<file path="config.mk">
export PLATFORM = sky130hd
export DESIGN_NAME = control_pipe
export DESIGN_NICKNAME = d
export VERILOG_FILES = /design/src/rtl/control_pipe.sv
export SDC_FILE = /design/constraint.sdc
export NUM_CORES = 1
export LEC_CHECK = 0
export ABC_AREA = 1
export BUFFER_PORTS_ARGS = -buffer_cell sky130_fd_sc_hd__buf_2
export CORE_MARGIN = 2
export CORE_UTILIZATION = 50
export DETAILED_ROUTE_END_ITERATION = 16
export PLACE_DENSITY_LB_ADDON = 0.25
export RECOVER_POWER = 25
export SLEW_MARGIN = 40
export SYNTH_ARGS = -nofsm -noshare
export SYNTH_HDL_FRONTEND = slang
export SYNTH_SLANG_ARGS = --single-unit
</file>
<file path="constraint.sdc">
create_clock -name clk -period 2.1 [get_ports clk]
set_input_delay 0.105 -clock clk [delete_from_list [all_inputs] [get_ports clk]]
set_output_delay 0.105 -clock clk [all_outputs]
set_load 0.02 [all_outputs]
</file>
<file path="src/rtl/control_pipe.sv">
// Purpose: decodes 32-bit instructions into a registered control word, with a scoreboard interlock on in-flight writes.
// Latency: an instruction accepted in cycle N presents its control word in cycle N+1; one instruction per cycle with no hazards.
// Backpressure: instrReady drops on a read-after-write hazard or while a held word is not taken (ctrlReady low).
//
// Ports:
//   clk, rst_n                  clock, synchronous active-low reset
//   instrValid/instrReady       instruction handshake; instrReady is combinational on instruction
//   instruction[31:0]           opcode[31:26] rs[25:21] rt[20:16] rd[15:11] funct[5:0]
//   ctrlValid/ctrlReady         control word handshake towards execute
//   controlSignal[CW_W-1:0]     {srcA, srcB, dest, aluSrc, aluOp[2:0], memWrite, wbSel, regWrite}
//   issuedCount[15:0]           handoffs, wraps
//   stallCount[15:0]            cycles with instrValid high and instrReady low, saturating
//   illegalCount[7:0]           accepted unrecognised instructions, saturating
module control_pipe #(
    parameter int REG_BITS   = 5,
    parameter int PIPE_DEPTH = 3,
    localparam int CW_W      = 3*REG_BITS + 7
) (
    input  logic            clk,
    input  logic            rst_n,
    input  logic            instrValid,
    input  logic [31:0]     instruction,
    output logic            instrReady,
    output logic            ctrlValid,
    input  logic            ctrlReady,
    output logic [CW_W-1:0] controlSignal,
    output logic [15:0]     issuedCount,
    output logic [15:0]     stallCount,
    output logic [7:0]      illegalCount
);

    localparam logic [5:0] OP_RTYPE = 6'b001010;
    localparam logic [5:0] OP_LW    = 6'b001011;
    localparam logic [5:0] OP_SW    = 6'b001100;

    logic [5:0]          opcode;
    logic [5:0]          funct;
    logic [REG_BITS-1:0] rs, rt, rd;
    logic                unused_bits;

    assign opcode = instruction[31:26];
    assign funct  = instruction[5:0];
    assign rs     = instruction[21 +: REG_BITS];
    assign rt     = instruction[16 +: REG_BITS];
    assign rd     = instruction[11 +: REG_BITS];
    // shamt and immediate bits carry no control information here
    assign unused_bits = ^instruction;

    // ALU funct lookup
    logic       alu_hit;
    logic [2:0] alu_code;

    always_comb begin
        alu_hit  = 1'b1;
        alu_code = 3'd0;
        case (funct)
            6'd32:   alu_code = 3'd0;
            6'd34:   alu_code = 3'd1;
            6'd36:   alu_code = 3'd2;
            6'd37:   alu_code = 3'd3;
            6'd44:   alu_code = 3'd4;
            6'd45:   alu_code = 3'd5;
            6'd46:   alu_code = 3'd6;
            default: alu_hit  = 1'b0;
        endcase
    end

    // Decode of the presented instruction
    logic [REG_BITS-1:0] d_src_a, d_src_b, d_dest;
    logic                d_alu_src, d_mem_write, d_wb_sel, d_reg_write, d_legal;
    logic [2:0]          d_alu_op;
    logic                rd_a_en, rd_b_en;
    logic [CW_W-1:0]     dec_word;

    always_comb begin
        d_src_a     = '0;
        d_src_b     = '0;
        d_dest      = '0;
        d_alu_src   = 1'b0;
        d_alu_op    = 3'd0;
        d_mem_write = 1'b0;
        d_wb_sel    = 1'b0;
        d_reg_write = 1'b0;
        d_legal     = 1'b0;
        rd_a_en     = 1'b0;
        rd_b_en     = 1'b0;
        case (opcode)
            OP_RTYPE: begin
                if (alu_hit) begin
                    d_src_a     = rs;
                    d_src_b     = rt;
                    d_dest      = rd;
                    d_alu_op    = alu_code;
                    d_reg_write = 1'b1;
                    d_legal     = 1'b1;
                    rd_a_en     = 1'b1;
                    rd_b_en     = 1'b1;
                end else if (funct == 6'd31) begin
                    d_legal = 1'b1;  // explicit NOP: all-zero word, reads nothing
                end
            end
            OP_LW: begin
                d_src_a     = rs;
                d_dest      = rt;
                d_alu_src   = 1'b1;
                d_wb_sel    = 1'b1;
                d_reg_write = 1'b1;
                d_legal     = 1'b1;
                rd_a_en     = 1'b1;
            end
            OP_SW: begin
                d_src_a     = rs;
                d_src_b     = rt;
                d_alu_src   = 1'b1;
                d_mem_write = 1'b1;
                d_wb_sel    = 1'b1;
                d_legal     = 1'b1;
                rd_a_en     = 1'b1;
                rd_b_en     = 1'b1;
            end
            default: ;
        endcase
        // register 0 is hardwired, so a write to it is dropped and never tracked
        if (d_dest == '0) begin
            d_reg_write = 1'b0;
        end
        dec_word = {d_src_a, d_src_b, d_dest, d_alu_src, d_alu_op,
                    d_mem_write, d_wb_sel, d_reg_write};
    end

    // Pending writes: the held output word plus the post-handoff scoreboard
    logic [REG_BITS-1:0] out_dest;
    logic                out_reg_write;
    logic [PIPE_DEPTH-1:0] sb_vld;
    logic [REG_BITS-1:0]   sb_dest [PIPE_DEPTH];
    logic                  hit_a, hit_b, hazard;

    assign out_dest      = controlSignal[7 +: REG_BITS];
    assign out_reg_write = controlSignal[0];

    always_comb begin
        hit_a = ctrlValid && out_reg_write && (out_dest == rs);
        hit_b = ctrlValid && out_reg_write && (out_dest == rt);
        for (int k = 0; k < PIPE_DEPTH; k++) begin
            hit_a = hit_a | (sb_vld[k] && (sb_dest[k] == rs));
            hit_b = hit_b | (sb_vld[k] && (sb_dest[k] == rt));
        end
        hazard = (rd_a_en && (rs != '0) && hit_a) ||
                 (rd_b_en && (rt != '0) && hit_b);
    end

    logic accept, handoff;

    assign instrReady = !hazard && (!ctrlValid || ctrlReady);
    assign accept     = instrValid && instrReady;
    assign handoff    = ctrlValid && ctrlReady;

    always_ff @(posedge clk) begin
        if (!rst_n) begin
            ctrlValid     <= 1'b0;
            controlSignal <= '0;
            issuedCount   <= 16'd0;
            stallCount    <= 16'd0;
            illegalCount  <= 8'd0;
            sb_vld        <= '0;
            for (int k = 0; k < PIPE_DEPTH; k++) begin
                sb_dest[k] <= '0;
            end
        end else begin
            // downstream never stalls after handoff, so pending writes age one slot per cycle
            sb_vld[0]  <= handoff && out_reg_write;
            sb_dest[0] <= out_dest;
            for (int k = 1; k < PIPE_DEPTH; k++) begin
                sb_vld[k]  <= sb_vld[k-1];
                sb_dest[k] <= sb_dest[k-1];
            end

            if (accept) begin
                controlSignal <= dec_word;
                ctrlValid     <= 1'b1;
            end else if (handoff) begin
                ctrlValid <= 1'b0;
            end

            if (handoff) begin
                issuedCount <= issuedCount + 16'd1;
            end
            if (instrValid && !instrReady && (stallCount != 16'hFFFF)) begin
                stallCount <= stallCount + 16'd1;
            end
            if (accept && !d_legal && (illegalCount != 8'hFF)) begin
                illegalCount <= illegalCount + 8'd1;
            end
        end
    end

endmodule

</file>
==> impl_results.md <==
- Final worst path period share: 92.5%
- Arrival time of the worst setup path: 2220 ps
- Largest family of logic cells by synthesized area: simple AND/OR/NAND/NOR gates
- Internal: 2.29 mW
- RR Endpoint: stallCount[0]
- Critical Path Source: sb_dest[0][4]
- Placed standard-cell area: 0.00500 mm^2
- Worst setup SP type: register
- Final WL: 11.1 mm
- Crit path time final: 1940 ps
- Seq/Total Area, Yosys: 35.8%
- Diode count: 0
- First-pass DRT Iterations: 4
- Vias in the first global route: 4,213
- Unique cell type count in the Yosys netlist: 38
- Core Util, Final: 59.9%
- Max VDD drop: 0.000387 V
- Syn Nets: 723
- Die span in y: 98.6 um
- RSZ-0062 raised after global routing: no
- Cell chain of the critical path: nand2_1 > nand2_1 > nor2_1 > nand3_1 > nand2_1 > nor2_4 > nor2_4 > nor2_4 > nand2_4 > nand2_4 > inv_1 > nand2_1 > nand2_1 > nor2_1
- Sinks on the clock net: 80
- CP Capture Type: register
- CP Class: register to register
- PortBufs: 94
- Power per Cell Area: 606 mW/mm^2
- Most common cell after layout, fill and taps aside: nand2_1
- Hold Path Origin: ctrlReady
- Max-cap violations: 0
- Status: finished clean
- Syn Inst Count: 684
- CP max FO: 16
- First-pass GRT wire length: 18.7 mm
- Post-route ant nets: 0
- Core Rows: 34
- Final setup vio count: 0
- Ys Warns: 0
- Setup_tns: 0 ps
- Number of synthesized flops with an enable pin: 0
- NumNets Final: 816
- Final Hold Vio Count: 0
- Clk pin slew, worst setup/hold paths: 80 ps
- Max Root-Sink Buffers: 2
- Hpwl dp: 8.08 mm
- Worst hold margin: 71.0 ps
- Via count: 4,634
- DRC viols: 0
- Final Skew: 12.8 ps
- Area growth from synthesis to layout: 16.6%
- Initial Util: 51.3%
- Hold Path Cell Cnt: 3
- Clock root buffer master: clkbuf_8
- DIE AREA: 0.00972 mm^2
- Largest net degree at the start of global routing: 58
- Clk network pwr share: 37.5%
- Cell Area, Synth: 0.00448 mm^2
- Worst Tran Pin Value: 747 ps
- Wire length per cell: 12.5 um
- Post-CTS Setup Inserts: 0
- DR vias/cell: 5.21
- Reg2Reg Depth: 14
- Sw Pwr: 0.870 mW
- Number of fill cells in the layout: 844
- Syn avg cell area: 6.54 um^2
- Reg2reg setup slack: 160 ps
- Design Area, Final: 0.00522 mm^2
- Synth Area in Adders: 0.839%
- Core Area: 0.00872 mm^2
- IO Pins: 100
- Max incr delay on CP: 390 ps
- GRT overflow: 0
- Worst hold path class: input pin to register
- Achievable frequency: 515 MHz
- CTS buffer count: 9
- H-Tree Level Count: 3
- Fraction of layout cells with a size suffix above 1: 17.8%
- Hold path endpoint: sb_vld[0]
- Most frequent cells in the layout: nand2_1, nor2_1, inv_1
- Pins Over Slew Limit: 0
- Flop and latch count out of synthesis: 80
- Cell at the slowest stage of the critical path: dfxtp_1
- Top cell by count, worst path: nand2_1
- Worst-Skew Late Latency: 350 ps
- Primary FF master, synth: dfxtp_1
- Share of flip-flops with an asynchronous set or reset: 0%
- Seq pwr share: 50.4%
- Relative slew margins: 50.1%
- Antenna violations before repair: 0
- CTS tree: yes
- Worst path required time: 2380 ps
- Post-synthesis xor/xnor area fraction: 4.89%
- Compound-Gate Fraction of Synth Area: 11.4%
- Drt initial violations: 237
- Pleak: 2.45 nW
- Gr usage total: 22.9%
- Mux share of post-synthesis cell area: 0%
- Die Wd: 98.6 um
- Sw frac: 27.5%
- Comb pwr share: 12.1%
- FF-to-FF Start: sb_dest[0][4]
- Synth Area in Simple Gates: 36.3%
- RePlAce Congestion: 0.959
-- synthesized netlist by cell type, types with 2 or more instances --
library cell / n / area (um^2)
ha_1: 3 / 37.5
buf_6: 5 / 56.3
nand2_1: 158 / 593
clkbuf_1: 8 / 30.0
xnor2_1: 6 / 52.6
nand2_4: 5 / 56.3
nor2_4: 4 / 45.0
nor2_1: 109 / 409
a21oi_1: 41 / 205
o21ai_0: 45 / 225
nor2_2: 4 / 25.0
nand3_4: 2 / 35.0
buf_2: 2 / 10.0
nand2_2: 2 / 12.5
xor2_1: 19 / 166
o21ai_1: 8 / 40.0
nand4_1: 12 / 75.1
inv_2: 8 / 30.0
inv_1: 87 / 327
nor3_1: 11 / 55.1
nand3_1: 49 / 245
dfxtp_1: 80 / 1600
-- metal layers --
layer  vias to the layer above  wire length (um)  global-route usage (%)
met1                      2074              4970                    29.3
met3                        16               860                    4.68
met2                       196              5150                    38.7
li1                       2348                 -                       -
met5                         -                 0                       0
met4                         0               164                    7.69
-- worst max-delay path by stage --
| stage | slack [ps] | endpoint | cells past startpoint |
|---|---|---|---|
| finish | 160 | stallCount[0] | 14 |
| global route | 0.2 | stallCount[0] | 12 |
| CTS | 90 | instrReady | 9 |
| detailed placement | 120 | controlSignal[0] | 10 |
| global placement | 170 | controlSignal[0] | 14 |
| floorplan | 210 | illegalCount[2] | 10 |
-- cell type report --
type / count / area [um^2] / area share [%]
Clock buffer: 12 / 155 / 2.97
Inverter: 97 / 374 / 7.17
Tap cell: 108 / 135 / 2.59
Timing Repair Buffer: 98 / 480 / 9.20
Clock inverter: 4 / 51.3 / 0.983
Multi-Input combinational cell: 491 / 2420 / 46.3
Sequential cell: 80 / 1610 / 30.8
-- flip-flops by register name (all words and copies together) (netlist names) --
| register | cells |
|---|---|
| sb_dest | 15 |
| illegalCount | 8 |
| issuedCount | 16 |
| stallCount | 16 |
| controlSignal | 21 |
| ctrlValid | 1 |
| sb_vld | 3 |
-- kinds of logic (layout without fill, tap and decap cells) --
group	count (synthesis)	after routing
AND/OR/NAND/NOR	364	365
buffers and inverters	114	211
AO/OA/AOI/OAI	98	98
flip-flops	80	80
XOR/XNOR	25	25
adder cells (fa/ha/maj)	3	3
-- stage by stage --
step	total power, mW	instances	worst slack [ps]
final	3.16	890	158
after global routing	3.32	890	0.175
after CTS	3.19	889	92.2
after detailed placement	2.01	873	121
after global placement	2.00	873	171
after floorplan	1.88	684	206
-- what timing repair did --
item	in CTS	in global routing
gates resized for setup	1	8
hold buffers	0	0
gates cloned	0	1
setup endpoints to repair	1	25
hold endpoints to repair	0	0
pin swaps	0	1
-- critical path, delay by kind of cell, from the launching register on --
kind,cells,cell delay [ps]
AND/OR/NAND/NOR,13,1380
buffers and inverters,1,100
flip-flops,1,390
-- power by group through the flow --
stage	Combinational (mW)	Sequential (mW)	Clock (mW)
floorplan	0.219	1.66	0
global placement	0.371	1.63	0
detailed placement	0.378	1.63	0
CTS	0.380	1.59	1.22
global route	0.427	1.60	1.29
finish	0.382	1.59	1.19
No activity file was read; power rests on OpenSTA's default activity.
